--- config.mk ---
export PLATFORM = sky130hd
export DESIGN_NAME = mips_pipe_scoreboard
export DESIGN_NICKNAME = d
export VERILOG_FILES = /design/src/rtl/mips_pipe_scoreboard_pkg.sv /design/src/rtl/mips_pipe_scoreboard_reg_counter.sv /design/src/rtl/mips_pipe_scoreboard.sv
export SDC_FILE = /design/constraint.sdc
export NUM_CORES = 1
export LEC_CHECK = 0
export BUFFER_PORTS_ARGS = -buffer_cell sky130_fd_sc_hd__buf_4
export CELL_PAD_IN_SITES_DETAIL_PLACEMENT = 1
export CELL_PAD_IN_SITES_GLOBAL_PLACEMENT = 2
export CORE_MARGIN = 2
export CORE_UTILIZATION = 40
export DETAILED_ROUTE_END_ITERATION = 8
export GPL_TIMING_DRIVEN = 1
export PLACE_DENSITY_LB_ADDON = 0.15
export SETUP_SLACK_MARGIN = 0.15
export SLEW_MARGIN = 15
export SYNTH_ARGS = -nofsm -noshare
export SYNTH_HDL_FRONTEND = slang
export SYNTH_SLANG_ARGS = --single-unit
--- constraint.sdc ---
create_clock -name clk -period 9.16 [get_ports clk]
set_input_delay 0.916 -clock clk [delete_from_list [all_inputs] [get_ports clk]]
set_output_delay 0.916 -clock clk [all_outputs]
set_load 0.1 [all_outputs]
--- src/rtl/mips_pipe_scoreboard_pkg.sv ---
// Shared sizing and latency constants for the issue-stage hazard scoreboard.
package mips_pipe_scoreboard_pkg;

  localparam int unsigned NUM_REGS = 32;
  localparam int unsigned REG_AW   = 5;
  localparam int unsigned MAX_LAT  = 8;
  localparam int unsigned LAT_W    = 4;
  localparam int unsigned STAT_W   = 32;

  // Result latencies Control drives onto issue_lat per instruction class.
  localparam logic [LAT_W-1:0] LAT_ALU  = LAT_W'(1);
  localparam logic [LAT_W-1:0] LAT_LOAD = LAT_W'(2);
  localparam logic [LAT_W-1:0] LAT_MUL  = LAT_W'(4);
  localparam logic [LAT_W-1:0] LAT_DIV  = LAT_W'(8);

  // Clamp a requested latency into the legal 1..MAX_LAT range.
  function automatic logic [LAT_W-1:0] eff_lat(input logic [LAT_W-1:0] lat);
    logic [LAT_W-1:0] le;
    le = lat;
    if (lat == '0)
      le = LAT_W'(1);
    else if (lat > LAT_W'(MAX_LAT))
      le = LAT_W'(MAX_LAT);
    return le;
  endfunction

endpackage

--- src/rtl/mips_pipe_scoreboard_reg_counter.sv ---
// Per-register result-in-flight down-counter; a load overrides the decrement.
module mips_sb_reg_counter
  import mips_pipe_scoreboard_pkg::*;
(
  input  logic             clk,
  input  logic             i_reset,
  input  logic             i_load,
  input  logic [LAT_W-1:0] i_load_val,
  output logic [LAT_W-1:0] o_cnt,
  output logic             o_busy
);

  logic [LAT_W-1:0] r_cnt;

  // Count down to zero; a new reservation reloads the remaining latency.
  always_ff @(posedge clk) begin
    if (i_reset)
      r_cnt <= '0;
    else if (i_load)
      r_cnt <= i_load_val;
    else if (r_cnt != '0)
      r_cnt <= r_cnt - LAT_W'(1);
  end

  assign o_cnt  = r_cnt;
  assign o_busy = (r_cnt != '0);

endmodule

--- src/rtl/mips_pipe_scoreboard.sv ---
// Issue-stage hazard scoreboard: RAW/WAW on in-flight destinations plus
// single writeback-port reservation, with a saturating stall statistic.
module mips_pipe_scoreboard
  import mips_pipe_scoreboard_pkg::*;
(
  input  logic                clk,
  input  logic                i_reset,
  input  logic                i_issue_valid,
  input  logic [REG_AW-1:0]   i_issue_rs,
  input  logic                i_issue_rs_used,
  input  logic [REG_AW-1:0]   i_issue_rt,
  input  logic                i_issue_rt_used,
  input  logic [REG_AW-1:0]   i_issue_dst,
  input  logic                i_issue_wr,
  input  logic [LAT_W-1:0]    i_issue_lat,
  input  logic                i_flush,
  output logic                o_issue_stall,
  output logic                o_issue_accept,
  output logic [NUM_REGS-1:0] o_busy_vec,
  output logic                o_lat_err,
  output logic [STAT_W-1:0]   o_stall_count
);

  logic [LAT_W-1:0]    w_cnt [NUM_REGS];
  logic [NUM_REGS-1:0] w_busy;
  logic [LAT_W-1:0]    w_le;
  logic [LAT_W-1:0]    w_le_m1;
  logic                w_lat_bad;
  logic                w_raw;
  logic                w_waw;
  logic                w_wbp;
  logic                w_stall;
  logic                w_accept;
  logic                w_reserve;
  logic [MAX_LAT-1:0]  w_slot_shift;
  logic [MAX_LAT-1:0]  w_slot_new;

  logic [MAX_LAT-1:0]  r_slot;
  logic                r_lat_err;
  logic [STAT_W-1:0]   r_stall_count;

  // Register 0 is hardwired and never carries a pending result.
  assign w_cnt[0]  = '0;
  assign w_busy[0] = 1'b0;

  // One pending-result counter per tracked architectural register.
  for (genvar g = 1; g < NUM_REGS; g++) begin : g_reg
    mips_sb_reg_counter u_cnt (
      .clk        (clk),
      .i_reset    (i_reset),
      .i_load     (w_reserve && (i_issue_dst == REG_AW'(g))),
      .i_load_val (w_le_m1),
      .o_cnt      (w_cnt[g]),
      .o_busy     (w_busy[g])
    );
  end

  // Hazard evaluation against the pre-edge scoreboard state.
  always_comb begin
    w_le         = eff_lat(i_issue_lat);
    w_le_m1      = w_le - LAT_W'(1);
    w_lat_bad    = (i_issue_lat == '0) || (i_issue_lat > LAT_W'(MAX_LAT));
    w_raw        = (i_issue_rs_used && w_busy[i_issue_rs]) ||
                   (i_issue_rt_used && w_busy[i_issue_rt]);
    w_waw        = i_issue_wr && w_busy[i_issue_dst] &&
                   (w_cnt[i_issue_dst] >= w_le_m1);
    // Shifting past the top bit yields zero, so Le==MAX_LAT never conflicts.
    w_slot_shift = r_slot >> w_le;
    w_wbp        = i_issue_wr && (w_le < LAT_W'(MAX_LAT)) && w_slot_shift[0];
    w_stall      = i_issue_valid && (w_raw || w_waw || w_wbp);
    w_accept     = i_issue_valid && !w_stall && !i_flush;
    w_reserve    = w_accept && i_issue_wr && (i_issue_dst != '0);
    w_slot_new   = '0;
    if (w_accept && i_issue_wr)
      w_slot_new = MAX_LAT'(1) << w_le_m1;
  end

  // Writeback-port reservation shift register.
  always_ff @(posedge clk) begin
    if (i_reset)
      r_slot <= '0;
    else
      r_slot <= (r_slot >> 1) | w_slot_new;
  end

  // Sticky flag for an accepted out-of-range latency.
  always_ff @(posedge clk) begin
    if (i_reset)
      r_lat_err <= 1'b0;
    else if (w_accept && w_lat_bad)
      r_lat_err <= 1'b1;
  end

  // Saturating count of genuine (non-flushed) stall cycles.
  always_ff @(posedge clk) begin
    if (i_reset)
      r_stall_count <= '0;
    else if (w_stall && !i_flush && (r_stall_count != '1))
      r_stall_count <= r_stall_count + STAT_W'(1);
  end

  assign o_issue_stall  = w_stall;
  assign o_issue_accept = w_accept;
  assign o_busy_vec     = w_busy;
  assign o_lat_err      = r_lat_err;
  assign o_stall_count  = r_stall_count;

endmodule

Yosys cells after proc, flatten, opt, wreduce, memory -nomap -nowiden
Index checks and enable logic that the tools add are counted.
- register bits: 165
- input port bits: 26
- output and inout port bits: 67
- add/sub/neg operators: 33
- magnitude comparators: 7
- eq/ne operators: 32
- shifts and indexed selects: 2
- mux-type cells: 74
- bitwise logic cells: 2
- reduce and logical (&&, ||, !) cells: 115
- operator list (cell ; count):
    4-bit 2-to-1 mux ; 66
    4-bit by 1-bit subtractor with 4-bit output (second input constant) ; 32
    4-bit nonzero test ; 31
    5-bit equality test (second input constant) ; 16
    2-bit nonzero test ; 31
    1-bit logical AND ; 45
    5-bit by 4-bit equality test with 1-bit output (second input constant) ; 8
    32-bit by 1-bit adder with 32-bit output (second input constant) ; 1
    32-bit inequality test (second input constant) ; 1
    4-bit binary-select mux with 5-bit select ; 1
    5-bit by 3-bit equality test with 1-bit output (second input constant) ; 4
    5-bit by 6-bit less-than comparator with 1-bit output (second input constant) ; 3
    1-bit binary-select mux with 5-bit select ; 3
    5-bit by 2-bit equality test with 1-bit output (second input constant) ; 2
    8-bit 2-to-1 mux ; 1
    7-bit by 8-bit bitwise OR with 8-bit output ; 1
    1-bit by 4-bit << shifter with 8-bit output (first input constant) ; 1
    8-bit by 4-bit >> shifter with 1-bit output ; 1
    6-bit greater-or-equal comparator (second input constant) ; 1
    5-bit inverter with 6-bit output ; 1
    5-bit by 1-bit equality test with 1-bit output (second input constant) ; 1
    5-bit nonzero test ; 1
    4-bit greater-or-equal comparator ; 1
    4-bit > comparator (second input constant) ; 1
    5 further kinds ; 11

Depth between registers and ports, before layout
Gate-level depths: netlist of the first run.
- depth after elaboration: 16
- gate-level depth with buffers: 20

By module
A second synthesis of the first run with hierarchy kept.
- cell total of the unflattened synthesis: 1274
- area, all modules: 11532.3 um^2
- by module, submodules not included (module ; instances ; cells each ; area each (um^2) ; sequential area each (um^2)):
    mips_sb_reg_counter ; 31 ; 26 ; 230.2 ; 80.1
    mips_pipe_scoreboard ; 1 ; 468 ; 4395.5 ; 820.8

Worst setup path after synthesis of the first run
No wires, ideal clock.
- path type: input-to-output
- start point: input i_issue_dst[1]
- end point: output o_issue_accept
- arrival time: 6382 ps
- required time: 8244 ps
- setup slack: 1862 ps
- stages: 15
- path buffers: 5
- path through: clkbuf_1 -> buf_2 -> buf_2 -> clkbuf_1 -> clkbuf_1 -> mux4_2 -> mux4_2 -> mux2i_1 -> ha_1 -> nand2b_1 -> a21o_1 -> a21o_1 -> a21oi_1 -> a211oi_2 -> nor3_1
- word-level cells in the longest chain between the ends: 12
- elaborated cells between the ends (all ways): 15
- those cells by class: 1 x order compare; 5 x mux; 1 x bitwise; 8 x reduce/logical
- ends and longest elaborated chain (item ; RTL line ; text):
    start, declared ; mips_pipe_scoreboard.sv:13 ; input logic [REG_AW-1:0] i_issue_dst,
    5-bit inverter with 6-bit output (not written as such) ; mips_pipe_scoreboard.sv:66 ; (w_cnt[i_issue_dst] >= w_le_m1);
    4-bit binary-select mux with 5-bit select ; mips_pipe_scoreboard.sv:66 ;
    4-bit 2-to-1 mux (not written as such) (2 in series) ; mips_pipe_scoreboard.sv:66 ;
    4-bit greater-or-equal comparator ; mips_pipe_scoreboard.sv:66 ;
    1-bit logical AND * ; mips_pipe_scoreboard.sv:65 ; w_waw = i_issue_wr && w_busy[i_issue_dst] &&
    1-bit logical OR * (2 in series) ; mips_pipe_scoreboard.sv:70 ; w_stall = i_issue_valid && (w_raw || w_waw || w_wbp);
    1-bit logical AND * ; mips_pipe_scoreboard.sv:70 ;
    1-bit logical NOT * ; mips_pipe_scoreboard.sv:71 ; w_accept = i_issue_valid && !w_stall && !i_flush;
    1-bit logical AND * (2 in series) ; mips_pipe_scoreboard.sv:71 ;
    end, declared ; mips_pipe_scoreboard.sv:18 ; output logic o_issue_accept,
Mark *: on every way between the ends. The rest lies on a longest branch, timed or not. The select of a mux whose other input is x is not followed.

Final worst setup path of the first run
- start point: input i_issue_dst[0]
- end point: output o_issue_stall
- word-level cells in the longest chain between the ends: 9
- elaborated cells between the ends (all ways): 12
- those cells by class: 1 x order compare; 5 x mux; 1 x bitwise; 5 x reduce/logical
- ends and longest elaborated chain (item ; RTL line ; text):
    5-bit inverter with 6-bit output (not written as such) ; mips_pipe_scoreboard.sv:66 ;
    4-bit binary-select mux with 5-bit select ; mips_pipe_scoreboard.sv:66 ;
    4-bit 2-to-1 mux (not written as such) (2 in series) ; mips_pipe_scoreboard.sv:66 ;
    4-bit greater-or-equal comparator ; mips_pipe_scoreboard.sv:66 ;
    1-bit logical AND * ; mips_pipe_scoreboard.sv:65 ;
    1-bit logical OR * (2 in series) ; mips_pipe_scoreboard.sv:70 ;
    1-bit logical AND * ; mips_pipe_scoreboard.sv:70 ;
    end, declared ; mips_pipe_scoreboard.sv:17 ; output logic o_issue_stall,
Marked as above.

==> results.sh, run 1 <==
export IMPL_status="finished, final reports clean"
export IMPL_gr_total_overflow=0
export IMPL_cp_data_arrival_time_ns=4.79
export IMPL_drc=0
export IMPL_io_buffers=91
export IMPL_ir_drop_mv=0.308
export IMPL_grt_pass1_wl_mm=60.1
export IMPL_share_comb_of_total_power_pct=61.0
export IMPL_worst_setup_path_type="primary input to primary output"
export IMPL_worstRegToRegCells=12
export IMPL_initial_core_util_pct=40.6
export IMPL_synth_top_area_share_pct=28.3
export IMPL_htree_levels=4
export IMPL_fp_dieH_um=174
export IMPL_syn_to_final_growth_pct=11.7
export IMPL_grt_use_total_pct=25.5
export IMPL_hp_class="flop to flop"
export IMPL_cts_path_max_buffers=2
export IMPL_synth_area_leaders="dfxtp_1 (28%), mux4_2 (9.1%), mux2_2 (9.0%), ha_1 (4.4%), nor2_1 (4.2%)"
export IMPL_synthArstFlopShare_pct=0
export IMPL_yosysTopAreaCell="dfxtp_1"
export IMPL_die_area_um2=30400
export IMPL_post_cts_buffers=0
export IMPL_cts_buffers=17
export IMPL_fin_skew_ns=0.0176
export IMPL_slew_headroom_pct=26.0
export IMPL_grt_pass1_vias=10106
export IMPL_cts_root_buf="clkbuf_16"
export IMPL_via_per_inst=5.91
export IMPL_mappedNetlistNets=1371
export IMPL_finalCritPeriodShare_pct=62.3
export IMPL_fmax_mhz=175
export IMPL_cp_max_fo=50
export IMPL_drt_first_pass_iters=5
export IMPL_wl_per_cell_um=22.1
export IMPL_synth_edf_count=0
export IMPL_num_rows=62
export IMPL_hold_buffers=0
export IMPL_power_per_cell_area_nw_per_um2=383
export IMPL_ys_ff_latch=164
export IMPL_die_x_um=174
export IMPL_synthDistinctLibCells=76
export IMPL_avgSynthCellArea_um2=8.91
export IMPL_p_sw_share_pct=52.1
export IMPL_dpl_hpwl_mm=27.4
export IMPL_leakage_nw=5.22
export IMPL_routed_wl_mm=38.0
export IMPL_rsz0062_at_grt="false"
export IMPL_cp_end_kind="primary output"
export IMPL_nNetsFinal=1391
export IMPL_hold_depth=2
export IMPL_clock_latency_ns=0.45
export IMPL_setup_tns_ns=0
export IMPL_design_area_um2=13000
export IMPL_power_frac_clock_pct=14.8
export IMPL_syn_inst=1304
export IMPL_vias=10179
export IMPL_drv_slew=0
export IMPL_antenna_found_initial=1
export IMPL_crit_path_start_kind="primary input"
export IMPL_ios=93
export IMPL_synth_area_um2=11600
export IMPL_placed_area_um2=12400
export IMPL_setup_viol=0
export IMPL_cap_violations=0
export IMPL_worst_slew_pin_slew_ns=1.10
export IMPL_drt_iter0_markers=761
export IMPL_layout_common_cells="dfxtp_1 (164), nor2_1 (129), buf_4 (114), inv_1 (95), mux2_2 (93)"
export IMPL_seq_power_share_pct=24.2
export IMPL_core_area_um2=28600
export IMPL_synth_warnings=0
export IMPL_switching_power_w=0.00259
export IMPL_mostFrequentLayoutCell="dfxtp_1"
export IMPL_path_clk_slew_ns=0.07
export IMPL_ant_nets=0
export IMPL_layout_drive_gt1_share_pct=24.9
export IMPL_cts_tree="done"
export IMPL_final_hold_viol_count=0
export IMPL_yosysSeqAreaShare_pct=28.3
export IMPL_ys_flop_type="dfxtp_1"
export IMPL_ctsResizeCount=0
export IMPL_internal_power_w=0.00238
export IMPL_gp_congestion=0.840
export IMPL_antenna_cells=0
export IMPL_timing_final_crit_period_ns=5.71
export IMPL_grt_max_degree=63
export IMPL_crit_required_ns=8.24
export IMPL_clkSinkCount=164
path summary, 6_finish.rpt:
kind / slack (ns) / endpoint / from
max: 3.45 / o_issue_stall / i_issue_dst[0]
min: 0.47 / r_slot[1]$_SDFF_PP0_ / r_slot[2]$_SDFF_PP0_
max reg2reg: 4.92 / g_reg[26].u_cnt.o_cnt[2]$_SDFFE_PP0P_ / g_reg[26].u_cnt.o_cnt[0]$_SDFFE_PP0P_
min reg2reg: 0.47 / r_slot[1]$_SDFF_PP0_ / r_slot[2]$_SDFF_PP0_
power groups by stage:
stage          Sequential, W  Combinational (W)  Clock [W]
3_3_place_gp         0.00122            0.00297          0
4_1_cts              0.00120            0.00304   0.000750
2_1_floorplan        0.00110            0.00253          0
5_1_grt              0.00123            0.00327   0.000780
3_5_place_dp         0.00121            0.00302          0
6_report             0.00120            0.00303   0.000735
layer usage:
metal / routed length (um) / global-route usage (%) / vias up
met5: 0 / 0 / -
met4: 748 / 7.28 / 0
met3: 1790 / 3.96 / 50
met2: 17900 / 41.7 / 255
met1: 17600 / 34.9 / 5126
li1: - / - / 4748
synthesized netlist by cell type (all sizes together) (9+ instances only):
library cell  number
buf               56
nor3b             22
nor4b              9
mux2             104
nand2             63
nor2b             20
nand3             19
o21ai              9
nor3              67
clkbuf            57
a21o              15
nor2             131
and3              30
mux4              47
ha                41
xnor2             32
nand4             18
o31ai             16
or3b              13
a31oi             20
mux2i             26
a211oi            43
dfxtp            164
inv               95
a21oi             49
nor4              12
or3               41
critical path, stage by stage:
cell      delay (ns)
buf_4           0.57
mux4_2          0.59
mux4_2          0.51
mux2i_1         0.18
ha_1            0.25
nand2b_1        0.14
a21o_1          0.17
a21o_1          0.18
a21oi_1         0.23
a211oi_2        0.15
nor3_2          0.21
buf_4           0.32
nor2b_1         0.08
buf_4           0.24
cells by family after synthesis:
kind of cell | count (synthesis) | share of synthesized area, %
and+or+nand+nor | 483 | 23.2
buffers and inverters | 209 | 8.01
AOI/OAI and AO/OA | 193 | 11.7
muxes | 177 | 21.7
DFF | 164 | 28.3
adders and majority gates | 41 | 4.42
xor gates and xnor gates | 35 | 2.64
other | 2 | 0.0646
state kept, by name, summed over array words and instances (netlist names):
signal / flops
g.u_cnt.o_cnt: 124
o_stall_count: 32
o_lat_err: 1
r_slot: 7
area by class of cell:
type	count	area, um^2
inverter	96	360
tap	384	480
multi-input combinational	931	7430
timing repair buffer	114	856
clock buffer	18	429
clock inverter	14	141
fill	3332	15600
sequential	164	3280
metrics by stage:
step                      std cells  hold slack, ns  setup WS (ns)  util, %  power [W]
after floorplan                1304           0.431           1.86        -    0.00363
after global placement         1689           0.450           3.49     43.3    0.00419
after detailed placement       1689           0.451           3.44     43.3    0.00423
after CTS                      1721           0.470           3.42     45.3    0.00499
after global routing           1721           0.489           3.10     45.3    0.00529
final                          1721           0.468           3.45     45.3    0.00497
No activity file was read; power rests on OpenSTA's default activity.
==> run 2: changes to the inputs <==
--- a/config.mk
+++ b/config.mk
@@ -9,7 +9,7 @@
 export CELL_PAD_IN_SITES_DETAIL_PLACEMENT = 1
 export CELL_PAD_IN_SITES_GLOBAL_PLACEMENT = 2
 export CORE_MARGIN = 2
-export CORE_UTILIZATION = 40
+export CORE_UTILIZATION = 38
 export DETAILED_ROUTE_END_ITERATION = 8
 export GPL_TIMING_DRIVEN = 1
 export PLACE_DENSITY_LB_ADDON = 0.15
==> constraint.sdc (replaced) <==
create_clock -name clk -period 5.3 [get_ports clk]
set_input_delay 0.53 -clock clk [delete_from_list [all_inputs] [get_ports clk]]
set_output_delay 0.53 -clock clk [all_outputs]
set_load 0.1 [all_outputs]
==> results.sh, run 2 (synthesized netlist as in run 1, its figures left out) <==
export IMPL_status="finished, final reports clean"
export IMPL_grt_pass1_vias=9975
export IMPL_num_rows=64
export IMPL_cp_max_fo=34
export IMPL_core_area_um2=30300
export IMPL_drt_first_pass_iters=5
export IMPL_leakage_nw=5.25
export IMPL_design_area_um2=13100
export IMPL_routed_wl_mm=39.2
export IMPL_worst_setup_path_type="primary input to primary output"
export IMPL_fin_skew_ns=0.0132
export IMPL_crit_required_ns=4.77
export IMPL_initial_core_util_pct=38.3
export IMPL_final_hold_viol_count=0
export IMPL_worst_slew_pin_slew_ns=1.10
export IMPL_layout_drive_gt1_share_pct=25.3
export IMPL_cts_tree="done"
export IMPL_cp_data_arrival_time_ns=4.26
export IMPL_hp_class="primary input to flop"
export IMPL_grt_use_total_pct=25.1
export IMPL_power_per_cell_area_nw_per_um2=656
export IMPL_timing_final_crit_period_ns=4.79
export IMPL_worst_path_buf_inv=3
export IMPL_crit_top_cell="buf_4"
export IMPL_htree_levels=4
export IMPL_die_x_um=179
export IMPL_grt_max_degree=56
export IMPL_ant_nets=0
export IMPL_via_per_inst=5.80
export IMPL_post_cts_buffers=0
export IMPL_ir_drop_mv=0.559
export IMPL_cts_path_max_buffers=2
export IMPL_drt_iter0_markers=629
export IMPL_path_clk_slew_ns=0.06
export IMPL_cts_root_buf="clkbuf_16"
export IMPL_rsz0062_at_grt="false"
export IMPL_placed_area_um2=12500
export IMPL_crit_family="buffers and inverters"
export IMPL_slew_headroom_pct=26.3
export IMPL_drc=0
export IMPL_stdcell_count=1744
export IMPL_vias=10120
export IMPL_slowest_delay_ns=0.56
export IMPL_layout_common_cells="dfxtp_1 (164), nor2_1 (129), buf_4 (122), inv_1 (95), mux2_2 (93)"
export IMPL_setup_viol=0
export IMPL_hold_buffers=0
export IMPL_io_buffers=91
export IMPL_fp_dieH_um=179
export IMPL_antenna_found_initial=0
export IMPL_cap_violations=0
export IMPL_gr_total_overflow=0
export IMPL_die_area_um2=32000
export IMPL_ios=93
export IMPL_clkSinkCount=164
export IMPL_dpl_hpwl_mm=28.9
export IMPL_largest_reg_flops=124
export IMPL_nNetsFinal=1401
export IMPL_wl_per_cell_um=22.5
export IMPL_mostFrequentLayoutCell="dfxtp_1"
export IMPL_dp_cells=1711
export IMPL_ctsResizeCount=0
export IMPL_setup_tns_ns=0
export IMPL_crit_path_start_kind="primary input"
export IMPL_cp_slowest_cell="mux4_2"
export IMPL_num_fill_cells=3532
export IMPL_finalCritPeriodShare_pct=90.3
export IMPL_clock_latency_ns=0.45
export IMPL_syn_to_final_growth_pct=12.7
export IMPL_fmax_mhz=209
export IMPL_path_cells="buf_4 -> buf_4 -> mux4_2 -> mux4_2 -> nor2_1 -> nor2_1 -> ha_1 -> a21o_1 -> a21oi_1 -> a211oi_4 -> nor3_2 -> nor2b_4 -> buf_4"
export IMPL_gp_congestion=0.815
export IMPL_drv_slew=0
export IMPL_cp_end_kind="primary output"
export IMPL_grt_pass1_wl_mm=60.5
export IMPL_cts_buffers=17
==> run 2: cell count changes in the layout (fill, tap and decap cells not counted), moves of 2 or more <==
| cell | previous run | this run |
|---|---|---|
| clkbuf_1 | 1 | 3 |
| buf_4 | 114 | 122 |
| inv_8 | 2 | 0 |
| clkinvlp_4 | 0 | 4 |
| buf_12 | 0 | 2 |
| inv_6 | 7 | 1 |
==> run 2: cell type report <==
| cell class | instances | area, um^2 | share of cell area (%) |
|---|---|---|---|
| tap | 396 | 495 | 3.78 |
| multi-input combinational | 931 | 7450 | 56.8 |
| clock buffer | 21 | 450 | 3.44 |
| inverter | 96 | 360 | 2.75 |
| clock inverter | 11 | 105 | 0.802 |
| timing repair buffer | 124 | 956 | 7.30 |
| sequential | 164 | 3280 | 25.1 |
| antenna | 1 | 2.50 | 0.0191 |
==> run 2: tightest hold or removal path: cells and delay by family <==
kind          cells  cell delay (ns)
buf+inv           1             0.15
simple gates      2             0.13
==> run 2: layer usage <==
layer	routed length, um	part of all wire (%)	vias up	track usage (%)
met2	18400	47	201	41.0
li1	-	-	4772	-
met1	18400	47	5103	34.3
met4	721	1.8	2	6.81
met5	76	0.19	-	1.76
met3	1570	4.0	42	3.69
==> run 2: path summary, 6_finish.rpt <==
| path | from | to | slack (ns) | cells past startpoint |
|---|---|---|---|---|
| max | i_issue_dst[0] | o_issue_stall | 0.51 | 13 |
| min reg2reg | r_slot[3]$_SDFF_PP0_ | r_slot[2]$_SDFF_PP0_ | 0.48 | 2 |
| max reg2reg | g_reg[15].u_cnt.o_cnt[0]$_SDFFE_PP0P_ | g_reg[26].u_cnt.o_cnt[0]$_SDFFE_PP0P_ | 1.12 | 13 |
| min | i_issue_wr | r_slot[7]$_SDFF_PP0_ | 0.42 | 3 |
==> run 2: per-stage QoR <==
stage / total power, W / util [%] / worst slack [ns] / hold slack, ns
6_report: 0.00859 / 43.2 / 0.512 / 0.416
5_1_grt: 0.00912 / 43.2 / 0.292 / 0.417
4_1_cts: 0.00863 / 43.2 / 0.493 / 0.394
3_5_place_dp: 0.00738 / 41.3 / 0.389 / 0.466
3_3_place_gp: 0.00729 / 41.3 / 0.488 / 0.453
2_1_floorplan: 0.00628 / - / 0.264 / 0.431
==> run 2: report_power, final <==
| part | total (W) | switching [W] | internal [W] | leakage [nW] |
|---|---|---|---|---|
| sequential | 0.00206 | 0.000461 | 0.00160 | 1.35 |
| combinational | 0.00531 | 0.00344 | 0.00187 | 3.65 |
| clock | 0.00122 | 0.000556 | 0.000661 | 0.260 |
| total | 0.00859 | 0.00446 | 0.00413 | 5.25 |
==> run 3: changes to the inputs <==
==> constraint.sdc (replaced) <==
create_clock -name clk -period 5.3 [get_ports clk]
set_input_delay 0 -clock clk [delete_from_list [all_inputs] [get_ports clk]]
set_output_delay 0 -clock clk [all_outputs]
set_load 0.1 [all_outputs]
==> results.sh, run 3 (synthesized netlist as in run 1, its figures left out) <==
export IMPL_status="finished, final reports clean"
export IMPL_routed_wl_mm=38.2
export IMPL_setup_tns_ns=0
export IMPL_slew_headroom_pct=27.8
export IMPL_fmax_mhz=233
export IMPL_clock_latency_ns=0.45
export IMPL_grt_use_total_pct=24.5
export IMPL_grt_pass1_wl_mm=59.4
export IMPL_cts_root_buf="clkbuf_16"
export IMPL_use_met2_pct=40.4
export IMPL_cp_data_arrival_time_ns=4.28
export IMPL_layout_common_cells="dfxtp_1 (164), nor2_1 (129), buf_4 (117), inv_1 (95), mux2_2 (93)"
export IMPL_crit_required_ns=5.30
export IMPL_nNetsFinal=1396
export IMPL_core_area_um2=30300
export IMPL_die_x_um=179
export IMPL_cts_path_max_buffers=2
export IMPL_post_cts_buffers=0
export IMPL_ir_drop_mv=0.611
export IMPL_drt_iter0_markers=650
export IMPL_dpl_hpwl_mm=27.9
export IMPL_cp_max_fo=17
export IMPL_largest_reg_flops=124
export IMPL_grt_max_degree=78
export IMPL_syn_to_final_growth_pct=12.7
export IMPL_finalCritPeriodShare_pct=80.8
export IMPL_fp_dieH_um=179
export IMPL_vias=10073
export IMPL_timing_final_crit_period_ns=4.28
export IMPL_grtUsageMet1_pct=33.4
export IMPL_gr_total_overflow=0
export IMPL_leakage_nw=5.25
export IMPL_cts_tree="done"
export IMPL_cap_violations=0
export IMPL_wl_per_cell_um=22.0
export IMPL_drt_first_pass_iters=5
export IMPL_grt_pass1_vias=10057
export IMPL_final_hold_viol_count=0
export IMPL_mostFrequentLayoutCell="dfxtp_1"
export IMPL_gp_congestion=0.830
export IMPL_antenna_cells=0
export IMPL_drv_slew=0
export IMPL_ant_nets=0
export IMPL_initial_core_util_pct=38.3
export IMPL_r2r_slack_ns=1.18
export IMPL_num_fill_cells=3493
export IMPL_worst_slew_pin_slew_ns=1.08
export IMPL_busiest_layer="met2"
export IMPL_fin_skew_ns=0.0108
export IMPL_cts_buffers=17
export IMPL_power_w=0.00867
export IMPL_io_buffers=91
export IMPL_layout_drive_gt1_share_pct=25.0
export IMPL_use_met3_pct=4.09
export IMPL_ctsResizeCount=0
export IMPL_antenna_found_initial=0
export IMPL_hp_class="primary input to flop"
export IMPL_path_clk_slew_ns=0.07
export IMPL_ios=93
export IMPL_num_rows=64
export IMPL_rsz0062_at_grt="false"
export IMPL_cp_end_kind="primary output"
export IMPL_final_util_pct=43.1
export IMPL_htree_levels=4
export IMPL_die_area_um2=32000
export IMPL_via_per_inst=5.80
export IMPL_dp_cells=1704
export IMPL_whs_ns=0.0151
export IMPL_clkSinkCount=164
export IMPL_crit_path_start_kind="flop"
export IMPL_hold_buffers=2
export IMPL_setup_viol=0
export IMPL_power_per_cell_area_nw_per_um2=662
export IMPL_worst_setup_path_type="flop to primary output"
export IMPL_stdcell_count=1738
export IMPL_drc=0
run 3: cell count changes in the layout (fill, tap and decap cells not counted), moves of 2 or more:
cell / delta
clkbuf_1: -2
bufinv_16: +3
dlygate4sd3_1: +2
buf_12: -2
clkinv_2: -2
buf_4: -5
run 3: area by class of cell:
class	count	area, um^2	area share, %
Clock buffer	18	429	3.28
Clock inverter	14	201	1.54
Inverter	96	360	2.75
Multi-Input combinational cell	931	7420	56.7
Sequential cell	164	3280	25.1
Tap cell	396	495	3.78
Timing Repair Buffer	119	898	6.86
run 3: power by group:
group / switching (W) / total (W) / internal (W)
Combinational: 0.00339 / 0.00525 / 0.00186
Clock: 0.000575 / 0.00137 / 0.000794
Sequential: 0.000454 / 0.00205 / 0.00160
run 3: metrics by stage:
step / setup slack (ns) / area (um^2)
after floorplan: 0.194 / 11600
after global placement: 0.918 / 12400
after detailed placement: 0.823 / 12400
after CTS: 0.998 / 13100
after global routing: 0.789 / 13100
final: 1.02 / 13100
run 3: path summary, 6_finish.rpt:
kind / endpoint / startpoint / cells past startpoint
setup / recovery: o_issue_stall / g_reg[11].u_cnt.o_cnt[0]$_SDFFE_PP0P_ / 13
hold / removal: o_stall_count[16]$_SDFFE_PP0P_ / i_reset / 2
setup reg to reg: g_reg[26].u_cnt.o_cnt[2]$_SDFFE_PP0P_ / g_reg[11].u_cnt.o_cnt[0]$_SDFFE_PP0P_ / 13
hold reg to reg: r_slot[6]$_SDFF_PP0_ / r_slot[7]$_SDFF_PP0_ / 2
run 3: worst max-delay path: stages (launching register included):
cell and delay, ns:
dfxtp_1 0.36, inv_1 0.10, ha_1 0.24, inv_1 0.09
nor3_1 0.40, inv_1 0.18, mux4_2 0.50, a211oi_1 0.30
o31a_1 0.24, o211ai_1 0.36, nor3_2 0.45, buf_4 0.29
nor2b_1 0.07, buf_4 0.23
run 3: per-layer routing:
| metal | vias up | share of wire (%) |
|---|---|---|
| met5 | - | 0 |
| met4 | 0 | 1.5 |
| met3 | 37 | 3.9 |
| met2 | 208 | 48 |
| met1 | 5073 | 47 |
| li1 | 4755 | - |
